$ cat config.mk
export PLATFORM = sky130hd
export DESIGN_NAME = mdr_mem_ctrl
export DESIGN_NICKNAME = d
export VERILOG_FILES = /design/src/rtl/mdr_mem_ctrl.sv
export SDC_FILE = /design/constraint.sdc
export NUM_CORES = 1
export LEC_CHECK = 0
export BUFFER_PORTS_ARGS = -buffer_cell sky130_fd_sc_hd__buf_2
export CORE_ASPECT_RATIO = 0.9
export CORE_MARGIN = 2
export CORE_UTILIZATION = 40
export DETAILED_ROUTE_END_ITERATION = 8
export MAX_ROUTING_LAYER = met4
export PLACE_DENSITY = 0.75
export SYNTH_ARGS = -nofsm -noshare
export SYNTH_HDL_FRONTEND = slang
export SYNTH_SLANG_ARGS = --single-unit
$ cat constraint.sdc
create_clock -name clk -period 2.1 [get_ports clk]
set_clock_uncertainty 0.2 [all_clocks]
set_input_delay 0.63 -clock clk [delete_from_list [all_inputs] [get_ports clk]]
set_output_delay 0.63 -clock clk [all_outputs]
set_load 0.05 [all_outputs]
$ cat src/rtl/mdr_mem_ctrl.sv
// rtl/mdr_mem_ctrl.sv - memory data register with a timed read/write handshake
module mdr_mem_ctrl #(
  parameter int DATA_W   = 32,
  parameter int ADDR_W   = 9,
  parameter int MAX_WAIT = 8
) (
  input  logic              clk,
  input  logic              clr,
  input  logic [DATA_W-1:0] busMuxOut,
  input  logic              mdr_in,
  input  logic [ADDR_W-1:0] mar_addr,
  input  logic              read,
  input  logic              write,
  input  logic [DATA_W-1:0] Mdatain,
  input  logic              mem_ack,
  output logic [ADDR_W-1:0] mem_addr,
  output logic              mem_rd,
  output logic              mem_wr,
  output logic [DATA_W-1:0] mem_wdata,
  output logic [DATA_W-1:0] Q,
  output logic              busy,
  output logic              done,
  output logic              err
);

  // Counter only ever needs to reach MAX_WAIT-1; it is cleared instead of wrapping.
  localparam int CNT_W = (MAX_WAIT > 2) ? $clog2(MAX_WAIT) : 1;
  localparam logic [CNT_W-1:0] CNT_LAST = CNT_W'(MAX_WAIT - 1);

  typedef enum logic [1:0] {IDLE, RD, WR} state_t;

  state_t            state, state_n;
  logic [DATA_W-1:0] q_r, q_n;
  logic [ADDR_W-1:0] addr_r, addr_n;
  logic              rd_r, rd_n;
  logic              wr_r, wr_n;
  logic              done_r, done_n;
  logic              err_r, err_n;
  logic [CNT_W-1:0]  cnt_r, cnt_n;

  // Register all state; clr aborts any access without raising done or err.
  always_ff @(posedge clk or negedge clr) begin
    if (!clr) begin
      state  <= IDLE;
      q_r    <= '0;
      addr_r <= '0;
      rd_r   <= 1'b0;
      wr_r   <= 1'b0;
      done_r <= 1'b0;
      err_r  <= 1'b0;
      cnt_r  <= '0;
    end else begin
      state  <= state_n;
      q_r    <= q_n;
      addr_r <= addr_n;
      rd_r   <= rd_n;
      wr_r   <= wr_n;
      done_r <= done_n;
      err_r  <= err_n;
      cnt_r  <= cnt_n;
    end
  end

  // Next-state logic: commands only in IDLE (read beats write beats bus load),
  // then wait for ack or give up after MAX_WAIT edges.
  always_comb begin
    state_n = state;
    q_n     = q_r;
    addr_n  = addr_r;
    rd_n    = rd_r;
    wr_n    = wr_r;
    done_n  = 1'b0;
    err_n   = err_r;
    cnt_n   = cnt_r;
    case (state)
      IDLE: begin
        if (read) begin
          state_n = RD;
          addr_n  = mar_addr;
          rd_n    = 1'b1;
          cnt_n   = '0;
          err_n   = 1'b0;
        end else if (write) begin
          state_n = WR;
          addr_n  = mar_addr;
          wr_n    = 1'b1;
          cnt_n   = '0;
          err_n   = 1'b0;
        end else if (mdr_in) begin
          q_n = busMuxOut;
        end
      end
      RD, WR: begin
        if (mem_ack) begin
          if (state == RD) q_n = Mdatain;
          rd_n    = 1'b0;
          wr_n    = 1'b0;
          done_n  = 1'b1;
          state_n = IDLE;
        end else if (cnt_r == CNT_LAST) begin
          rd_n    = 1'b0;
          wr_n    = 1'b0;
          err_n   = 1'b1;
          cnt_n   = '0;
          state_n = IDLE;
        end else begin
          cnt_n = cnt_r + 1'b1;
        end
      end
      default: state_n = IDLE;
    endcase
  end

  assign mem_addr  = addr_r;
  assign mem_rd    = rd_r;
  assign mem_wr    = wr_r;
  assign mem_wdata = q_r;
  assign Q         = q_r;
  assign busy      = (state != IDLE);
  assign done      = done_r;
  assign err       = err_r;

endmodule

==> results of run 1 <==
## synthesized netlist by cell type
master,n,area (um2)
dfrtp_1,50,1250
mux2_2,43,484
buf_4,32,240
mux2_4,30,450
a21oi_1,9,45.0
inv_1,7,26.3
clkbuf_1,5,18.8
o21ai_0,5,25.0
buf_6,4,45.0
ha_1,4,50.1
nand2b_1,3,18.8
nor2_1,3,11.3
buf_2,2,10.0
nand2_1,2,7.51
nor3b_1,2,15.0
o22ai_1,2,12.5
or3b_1,2,17.5
a211oi_4,1,20.0
a21boi_1,1,7.51
a221o_1,1,10.0
a31oi_1,1,6.26
and2_1,1,6.26
nand3_1,1,5.00
nand3b_1,1,7.51
nor2b_1,1,6.26
nor3_1,1,5.00
o21ai_1,1,5.00
## logic make-up (layout without fill, tap and decap cells)
logic type                 count (synthesis)  count (layout)  share of synthesized area (%)
AOI/OAI and AO/OA                         21              21                           4.68
DFF                                       50              50                           44.6
muxes                                     73              73                           33.3
buffers and inverters                     50             189                           12.1
and+or+nand+nor                           17              17                           3.57
adders and majority gates                  4               4                           1.78
## what timing repair did
item / in CTS / in global routing
resized for setup: 3 / 2
pin swaps: 1 / 1
setup endpoints to repair: 33 / 11
setup buffers: 0 / 3
gates cloned: 0 / 3
## final timing paths
| kind | startpoint | to | slack [ns] | depth (start not counted) |
|---|---|---|---|---|
| worst max-delay path | state[0] | Q[11] | 0.04 | 7 |
| worst min-delay path | clr | Q[4] | 0.11 | 2 |
| worst max register to register | state[0] | Q[11] | 0.04 | 7 |
| worst min register to register | cnt_r[0] | cnt_r[0] | 0.29 | 1 |
| max in group asynchronous | clr | mem_addr[4] | 1.36 | 2 |
| min in group clk | cnt_r[0] | cnt_r[0] | 0.29 | 1 |
## layer usage
| metal | part of all wire, % | global-route usage (%) |
|---|---|---|
| met1 | 41 | 19.8 |
| met2 | 50 | 26.8 |
| met3 | 7.6 | 3.52 |
| met4 | 0.78 | 3.66 |
| met5 | 0 | - |
## critical path: stages (launching register included)
cell,delay (ns)
dfrtp_1,0.40
inv_2,0.09
ha_4,0.21
a21boi_1,0.15
a211oi_4,0.25
buf_12,0.18
clkbuf_16,0.17
mux2_4,0.30
## cells in the final DEF, fill, tap and decap left out, types with 3 or more instances in the layout
master,n
clkbuf_16,3
clkbuf_8,6
buf_4,13
a21oi_1,9
nor2_1,3
buf_12,3
mux2_4,30
mux2_2,43
o21ai_0,5
nand2b_1,3
dfrtp_1,50
buf_2,155
ha_1,3
inv_1,6
## per-stage QoR
| step | setup TNS (ns) | setup WS, ns |
|---|---|---|
| floorplan | -6.05 | -0.198 |
| global placement | -7.84 | -0.273 |
| detailed placement | -8.00 | -0.293 |
| CTS | 0 | 0.00927 |
| global route | -0.0398 | -0.00782 |
| finish | 0 | 0.0449 |
## cell type report
class	count	area [um2]
clock buffers	6	82.6
clock inverters	1	30.0
fillers	594	2920
inverters	7	26.3
multi-input cells	115	1230
flip-flops and latches	50	1250
well taps	90	113
repair buffers	175	1040
## flip-flops by register name, indices dropped and copies added (netlist names)
| register | cells |
|---|---|
| Q | 32 |
| mem_addr | 9 |
| cnt_r | 3 |
| state | 2 |
| done | 1 |
| err | 1 |
| mem_rd | 1 |
| mem_wr | 1 |
==> results.md, run 1 <==
- FF+latch count, synth: 50
- Maximum number of buffers from clock root to sink: 2
- Core region area: 0.00669 mm2
- Via count of the first global-routing pass: 2007
- Synth Cell Area: 0.00281 mm2
- First-pass GRT wire length: 9630 um
- Post-layout utilization of the core: 56.3%
- Cell count after synthesis: 215
- Via count: 2041
- First-pass DRT Iterations: 4
- Area growth from synthesis to final layout: 34.3%
- Share of layout cells above drive strength 1: 73.2%
- Max Cap Violations: 0
- H-tree Lvls: 2
- Horizontal extent of the die: 92.3 um
- Critical Path Source Type: register
- Post-CTS Hold Buffers: 0
- Worst hold path type: in2async
- I/O pins: 157
- Drt drc: 0
- Number of DRC markers in iteration 0: 29
- Mapped Avg Cell Area: 13.1 um2
- Cell Count Post-Placement: 431
- Clock latency at the later pin of the worst-skew pair: 0.29 ns
- Overflow after GRT: 0
- Area of the die: 0.00771 mm2
- Floorplan die height: 83.5 um
- Placed standard-cell area: 0.00352 mm2
- Slew of the pin with the lowest slew margin: 0.285 ns
- Max-Slew Margin vs Limit: 81.0%
- Final Slew Violations: 0
- Sum of net half-perimeters after detailed placement: 4580 um
- Achievable frequency: 487 MHz
- Category of the worst setup path capture point: register
- Distinct cell type count of the synthesized netlist: 27
- Arrival @ worst endpoint: 2.03 ns
- TritonCTS clock tree: built
- Yosys warnings: 0
- Tcrit/Tclk final: 97.9%
- Number of nets in the layout: 437
- Starting density of the core: 42.0%
- Pin count of the biggest net entering global routing: 51
- Sink Count: 50
- Number of nets in the synthesized netlist: 298
- Final ANT Viol Nets: 0
- Count of inserted antenna diode cells: 0
- Count of input and output buffers: 156
- Worst hold margin: 0.106 ns
- Cell row count: 28
- Final Instance Count excl. Fillers: 444
- Avg Vias per Cell: 4.60
- Path type of the worst setup path: reg2reg
- Routability congestion estimate: 0.773
- Number of hold violations in the final report: 0
- Data required, critical path: 2.08 ns
- Per-cell routed wire length: 13.8 um
- CTS buffer count: 5
- Sequential area share after synthesis: 44.6%
- Critical-path maximum fanout: 8
- Overall routed net length: 6150 um
- Clk pin slew, worst setup/hold paths: 0.09 ns
- Post-layout min period: 2.06 ns
- Final setup vio count: 0
- Antenna violations before repair: 0
- Cell area after layout: 0.00377 mm2
- Clock root cell: clkbuf_8
- Run status: complete, no violations
- Total routing resource utilization after global routing: 16.0%
Power of run 1 is left out: the tool's default activity adds up to more than one toggle a clock period on the data nets, which glitch-free logic cannot reach.
==> run 2: changes to the inputs <==
--- a/config.mk
+++ b/config.mk
@@ -8,10 +8,11 @@
 export BUFFER_PORTS_ARGS = -buffer_cell sky130_fd_sc_hd__buf_2
 export CORE_ASPECT_RATIO = 0.9
 export CORE_MARGIN = 2
-export CORE_UTILIZATION = 40
+export CORE_UTILIZATION = 41
+export CTS_BUF_LIST = sky130_fd_sc_hd__clkbuf_4 sky130_fd_sc_hd__clkbuf_8
 export DETAILED_ROUTE_END_ITERATION = 8
 export MAX_ROUTING_LAYER = met4
-export PLACE_DENSITY = 0.75
+export PLACE_DENSITY = 0.77
 export SYNTH_ARGS = -nofsm -noshare
 export SYNTH_HDL_FRONTEND = slang
 export SYNTH_SLANG_ARGS = --single-unit
==> run 2 against run 1 <==
  * Register-to-register slack improved by 0.02 ns
  * Wire length rose by 1.9%
  * Critical path depth fell by 1
  * First-iteration DRC count fell by 14%
  * Highest routed layer unchanged
  * Via count rose by 1.6%
  * Count of clock-buffer cells in the layout rose by 1
  * Worst hold slack improved by 0.0064 ns
  * Final area rose by 0.36%
  * Core utilization rose by 1.1 points
  * Setup slack got worse by 0.039 ns
  * Cell count rose by 0.90%
==> results.md, run 2 (synthesis results as in run 1) <==
- CTS buffer count: 5 (unchanged)
- Arrival @ worst endpoint: 2.07 ns (was 2.03 ns)
- Final ANT Viol Nets: 0 (unchanged)
- Clock root cell: clkbuf_8 (unchanged)
- Total routing resource utilization after global routing: 16.2% (was 16.0%)
- Pin count of the biggest net entering global routing: 51 (unchanged)
- Share of layout cells above drive strength 1: 74.6% (was 73.2%)
- Most common cell after layout, fill and taps aside: buf_2 (unchanged)
- Number of DRC markers in iteration 0: 25 (was 29)
- Max-Slew Margin vs Limit: 78.3% (was 81.0%)
- TritonCTS clock tree: built (unchanged)
- Core region area: 0.00659 mm2 (was 0.00669 mm2)
- Overall routed net length: 6260 um (was 6150 um)
- Starting density of the core: 42.6% (was 42.0%)
- Clock latency at the later pin of the worst-skew pair: 0.29 ns (about the same)
- Post-layout min period: 2.09 ns (was 2.06 ns)
- Tcrit/Tclk final: 99.7% (was 97.9%)
- Number of flip-flops under the largest register name: 32 (unchanged)
- Sum of net half-perimeters after detailed placement: 4630 um (was 4580 um)
- Final Slew Violations: 0 (unchanged)
- Path type of the worst setup path: in2reg (was reg2reg)
- Flop2flop setup slack: 0.06 ns (was 0.04 ns)
- Critical Path Source Type: primary input (was register)
- Slew of the pin with the lowest slew margin: 0.325 ns (was 0.285 ns)
- Count of inserted antenna diode cells: 0 (unchanged)
- Area of the die: 0.00753 mm2 (was 0.00771 mm2)
- I/O pins: 157 (unchanged)
- Per-cell routed wire length: 14.0 um (was 13.8 um)
- Data required, critical path: 2.08 ns (about the same)
- Run status: complete, no violations (unchanged)
- Final setup vio count: 0 (unchanged)
- Antenna violations before repair: 0 (unchanged)
- Area growth from synthesis to final layout: 34.8% (was 34.3%)
- Overflow after GRT: 0 (unchanged)
- Via count of the first global-routing pass: 1975 (was 2007)
- Commonest cells after routing, fill and taps aside: buf_2 (155), dfrtp_1 (50), mux2_2 (42) (was buf_2 (155), dfrtp_1 (50), mux2_2 (43))
- Number of hold violations in the final report: 0 (unchanged)
- Max Cap Violations: 0 (unchanged)
- Via count: 2073 (was 2041)
- Cell row count: 28 (unchanged)
- H-tree Lvls: 2 (unchanged)
- Final setup TNS: 0 ns (unchanged)
- First-pass GRT wire length: 9400 um (was 9630 um)
- Routability congestion estimate: 0.788 (was 0.773)
- Clk pin slew, worst setup/hold paths: 0.09 ns (about the same)
- Category of the worst setup path capture point: register (unchanged)
- Sink Count: 50 (unchanged)
- Worst hold path type: in2async (unchanged)
- Number of nets in the layout: 440 (was 437)
- Maximum number of buffers from clock root to sink: 2 (unchanged)
- Floorplan die height: 82.5 um (was 83.5 um)
- Avg Vias per Cell: 4.63 (was 4.60)
- First-pass DRT Iterations: 4 (unchanged)
- Achievable frequency: 478 MHz (was 487 MHz)
- Critical-path maximum fanout: 5 (was 8)
- Count of input and output buffers: 156 (unchanged)
- Drt drc: 0 (unchanged)
- Horizontal extent of the die: 91.2 um (was 92.3 um)
## run 2: cell count changes in the layout (fill, tap and decap cells not counted), sizes merged
cell	delta
buf	+4
bufinv	-1
clkinv	+1
## run 2: metrics by stage
step                cells  hold slack [ns]  util (%)  area [um2]  worst slack [ns]
detailed placement    432            0.288      53.6        3530            -0.296
floorplan             215            0.134         -        2820            -0.198
finish                448            0.113      57.4        3780           0.00595
global placement      432            0.261      53.6        3530            -0.266
CTS                   442            0.113      55.5        3660            0.0136
global route          448            0.111      57.4        3780          -0.00948
## run 2: final cells by class
type	instances	area, um2
well taps	90	113
flip-flops and latches	50	1250
repair buffers	178	1040
clock inverters	1	5.00
inverters	7	26.3
fillers	577	2800
clock buffers	7	90.1
multi-input cells	115	1260
## run 2: what timing repair did
| item | in CTS | in global routing |
|---|---|---|
| pin swaps | 0 | 1 |
| resized for setup | 4 | 11 |
| endpoints found under the hold margin | 0 | 0 |
| setup endpoints to repair | 33 | 17 |
| buffers inserted | 2 | 3 |
| cloned | 0 | 3 |
| hold buffers | 0 | 0 |
## run 2: worst paths after layout
path,end,start,cells after the start
max in group asynchronous,Q[19],clr,2
min,Q[2],clr,2
min in group clk,cnt_r[0],cnt_r[0],1
min reg2reg,cnt_r[0],cnt_r[0],1
max reg2reg,Q[7],state[0],7
max,Q[7],write,6
## run 2: worst max-delay path, cell delays in order
cell and delay, ns:
buf_2 0.11, or3b_4 0.42, a211oi_4 0.31, buf_6 0.17, clkbuf_16 0.14, mux2_4 0.29
## run 2: per-layer routing
layer  global-route usage [%]  wire (um)  up-vias  share of wire [%]
met3                     3.99        457        4                7.3
met2                     26.9       3060      100                 49
met5                        -          0        -                  0
met1                     20.0       2710      972                 43
li1                         -          -      997                  -
met4                     4.55         34        0               0.54
Power of run 2 is left out for the same reason.
==> run 3: changes to the inputs <==
--- a/config.mk
+++ b/config.mk
@@ -8,11 +8,12 @@
 export BUFFER_PORTS_ARGS = -buffer_cell sky130_fd_sc_hd__buf_2
 export CORE_ASPECT_RATIO = 0.9
 export CORE_MARGIN = 2
-export CORE_UTILIZATION = 41
+export CORE_UTILIZATION = 46
 export CTS_BUF_LIST = sky130_fd_sc_hd__clkbuf_4 sky130_fd_sc_hd__clkbuf_8
+export CTS_CLUSTER_DIAMETER = 60
 export DETAILED_ROUTE_END_ITERATION = 8
 export MAX_ROUTING_LAYER = met4
-export PLACE_DENSITY = 0.77
+export PLACE_DENSITY = 0.82
 export SYNTH_ARGS = -nofsm -noshare
 export SYNTH_HDL_FRONTEND = slang
 export SYNTH_SLANG_ARGS = --single-unit
==> constraint.sdc (replaced) <==
create_clock -name clk -period 2.4 [get_ports clk]
set_clock_uncertainty 0.2 [all_clocks]
set_input_delay 0.72 -clock clk [delete_from_list [all_inputs] [get_ports clk]]
set_output_delay 0.72 -clock clk [all_outputs]
set_load 0.05 [all_outputs]
==> run 3 against run 2 <==
  * Sequential share of layout area increased by 1.7 points
  * Register-to-register slack improved by 0.20 ns
  * Wire length decreased by 0.64%
  * Cell count decreased by 6.9%
  * Count of clock-buffer cells in the layout increased by 1
  * Core utilization increased by 4.7 points
  * Critical path depth decreased by 2
  * Die area decreased by 10%
  * First-iteration DRC count increased by 36%
  * Setup slack improved by 0.16 ns
  * Critical endpoint is now busy
  * Highest routed layer unchanged
==> results.md, run 3 (synthesis results as in run 1) <==
- Library cell contributing the largest single delay on the critical path: dfrtp_1 (was or3b_4)
- Final Slew Violations: 0 (unchanged)
- Cell area after layout: 0.00360 mm2 (was 0.00378 mm2)
- Number of flip-flops under the largest register name: 32 (unchanged)
- Number of DRC markers in iteration 0: 34 (was 25)
- Placed standard-cell area: 0.00348 mm2 (was 0.00353 mm2)
- Clock root cell: clkbuf_8 (unchanged)
- Area taken by flip-flops and latches: 0.00125 mm2 (unchanged)
- Clock latency at the later pin of the worst-skew pair: 0.30 ns (was 0.29 ns)
- Count of input and output buffers: 156 (unchanged)
- Total routing resource utilization after global routing: 19.3% (was 16.2%)
- Sink Count: 50 (unchanged)
- Cell row count: 26 (was 28)
- Area of the die: 0.00675 mm2 (was 0.00753 mm2)
- Commonest cells after routing, fill and taps aside: buf_2 (156), dfrtp_1 (50), mux2_2 (43) (was buf_2 (155), dfrtp_1 (50), mux2_2 (42))
- Overall routed net length: 6220 um (was 6260 um)
- Final ANT Viol Nets: 0 (unchanged)
- Critical path's most frequent cell: inv_1
- Routability congestion estimate: 0.825 (was 0.788)
- Via count: 2038 (was 2073)
- Pin count of the biggest net entering global routing: 28 (was 51)
- Avg Vias per Cell: 4.89 (was 4.63)
- Worst-case setup slack after placement: -0.0709 ns (was -0.296 ns)
- Sum of net half-perimeters after detailed placement: 4920 um (was 4630 um)
- Final setup vio count: 0 (unchanged)
- Number of hold violations in the final report: 0 (unchanged)
- Max Cap Violations: 0 (unchanged)
- # fillers: 475 (was 577)
- Via count of the first global-routing pass: 2057 (was 1975)
- I/O pins: 157 (unchanged)
- Count of inserted antenna diode cells: 0 (unchanged)
- CTS buffer count: 5 (unchanged)
- Post-CTS Hold Buffers: 0 (unchanged)
- Cells on worst reg2reg path: 6 (was 7)
- Drt drc: 0 (unchanged)
- TritonCTS clock tree: built (unchanged)
- Cell chain of the critical path: inv_1 -> ha_2 -> inv_1 -> buf_2 (was buf_2 -> or3b_4 -> a211oi_4 -> buf_6 -> clkbuf_16 -> mux2_4)
- Antenna violations before repair: 0 (unchanged)
- Clk pin slew, worst setup/hold paths: 0.09 ns (about the same)
- Critical Path Source Type: register (was primary input)
- Max-Slew Margin vs Limit: 62.5% (was 78.3%)
- RSZ-0062 raised after global routing: false
- Per-cell routed wire length: 14.9 um (was 14.0 um)
- Worst hold path type: in2async (unchanged)
- Category of the worst setup path capture point: output pin (was register)
- Largest stage delay, worst path: 0.39 ns (was 0.42 ns)
- Setup Buffers After CTS: 0 (was 2)
- Number of nets in the layout: 429 (was 440)
- Maximum number of buffers from clock root to sink: 2 (unchanged)
- H-tree Lvls: 2 (unchanged)
- Achievable frequency: 448 MHz
- Multi-input gate area: 0.00122 mm2 (was 0.00126 mm2)
- Post-layout min period: 2.23 ns
- Worst setup margin: 0.167 ns (was 0.00595 ns)
- Floorplan die height: 78.1 um (was 82.5 um)
- Most common cell after layout, fill and taps aside: buf_2 (unchanged)
- Data required, critical path: 1.48 ns (was 2.08 ns)
- Critical-path maximum fanout: 7 (was 5)
- Horizontal extent of the die: 86.4 um (was 91.2 um)
- Arrival @ worst endpoint: 1.31 ns (was 2.07 ns)
- Starting density of the core: 48.5% (was 42.6%)
- First-pass GRT wire length: 9960 um (was 9400 um)
- Area growth from synthesis to final layout: 28.1% (was 34.8%)
- Path type of the worst setup path: reg2out (was in2reg)
- Share of layout cells above drive strength 1: 72.3% (was 74.6%)
- First-pass DRT Iterations: 4 (unchanged)
- Slew of the pin with the lowest slew margin: 0.563 ns (was 0.325 ns)
- Tcrit/Tclk final: 93.0%
- Core region area: 0.00579 mm2 (was 0.00659 mm2)
- Overflow after GRT: 0 (unchanged)
- Run status: complete, no violations (unchanged)
-- run 3: cell count changes in the layout (fill, tap and decap cells not counted), sizes merged --
cell    delta
buf        -9
clkbuf     -1
clkinv     -1
-- run 3: layer usage --
metal / wire length (um) / GRT usage [%] / vias to the layer above
met5: 0 / - / -
met4: 57 / 5.00 / 0
met3: 484 / 4.42 / 6
met2: 3090 / 33.0 / 107
met1: 2590 / 23.1 / 954
li1: - / - / 971
-- run 3: repair_timing --
action,4_1_cts,5_1_grt
setup endpoints to repair,0,1
gates resized for setup,0,1
endpoints found under the hold margin,0,0
-- run 3: final cells by class --
type                       count  share of cell area (%)
timing repair buffer         167                    25.0
inverter                       7                   0.730
sequential                    50                    34.8
multi-input combinational    115                    33.9
tap                           70                    2.43
clock buffer                   8                    3.06
-- run 3: worst max-delay path, delay by kind of cell, from the launching register on --
family	cells	cell delay, ns
buf+inv	3	0.35
fa+ha+maj	1	0.27
flops	1	0.39
-- run 3: path summary, 6_finish.rpt --
path / startpoint / to / slack [ns]
worst min-delay path: clr / cnt_r[1] / 0.20
worst min register to register: cnt_r[0] / cnt_r[0] / 0.29
worst max-delay path: state[0] / busy / 0.17
min in group clk: cnt_r[0] / cnt_r[0] / 0.29
max in group asynchronous: clr / mem_addr[0] / 1.27
worst max register to register: state[0] / Q[30] / 0.26
-- run 3: metrics by stage --
stage	util, %	cells	hold WS [ns]	TNS, ns
3_3_place_gp	60.2	409	0.259	-0.457
5_1_grt	62.1	417	0.239	0
2_1_floorplan	-	215	0.224	0
3_5_place_dp	60.2	409	0.284	-1.56
6_report	62.1	417	0.195	0
4_1_cts	62.1	417	0.209	0
Power of run 3 is left out for the same reason.
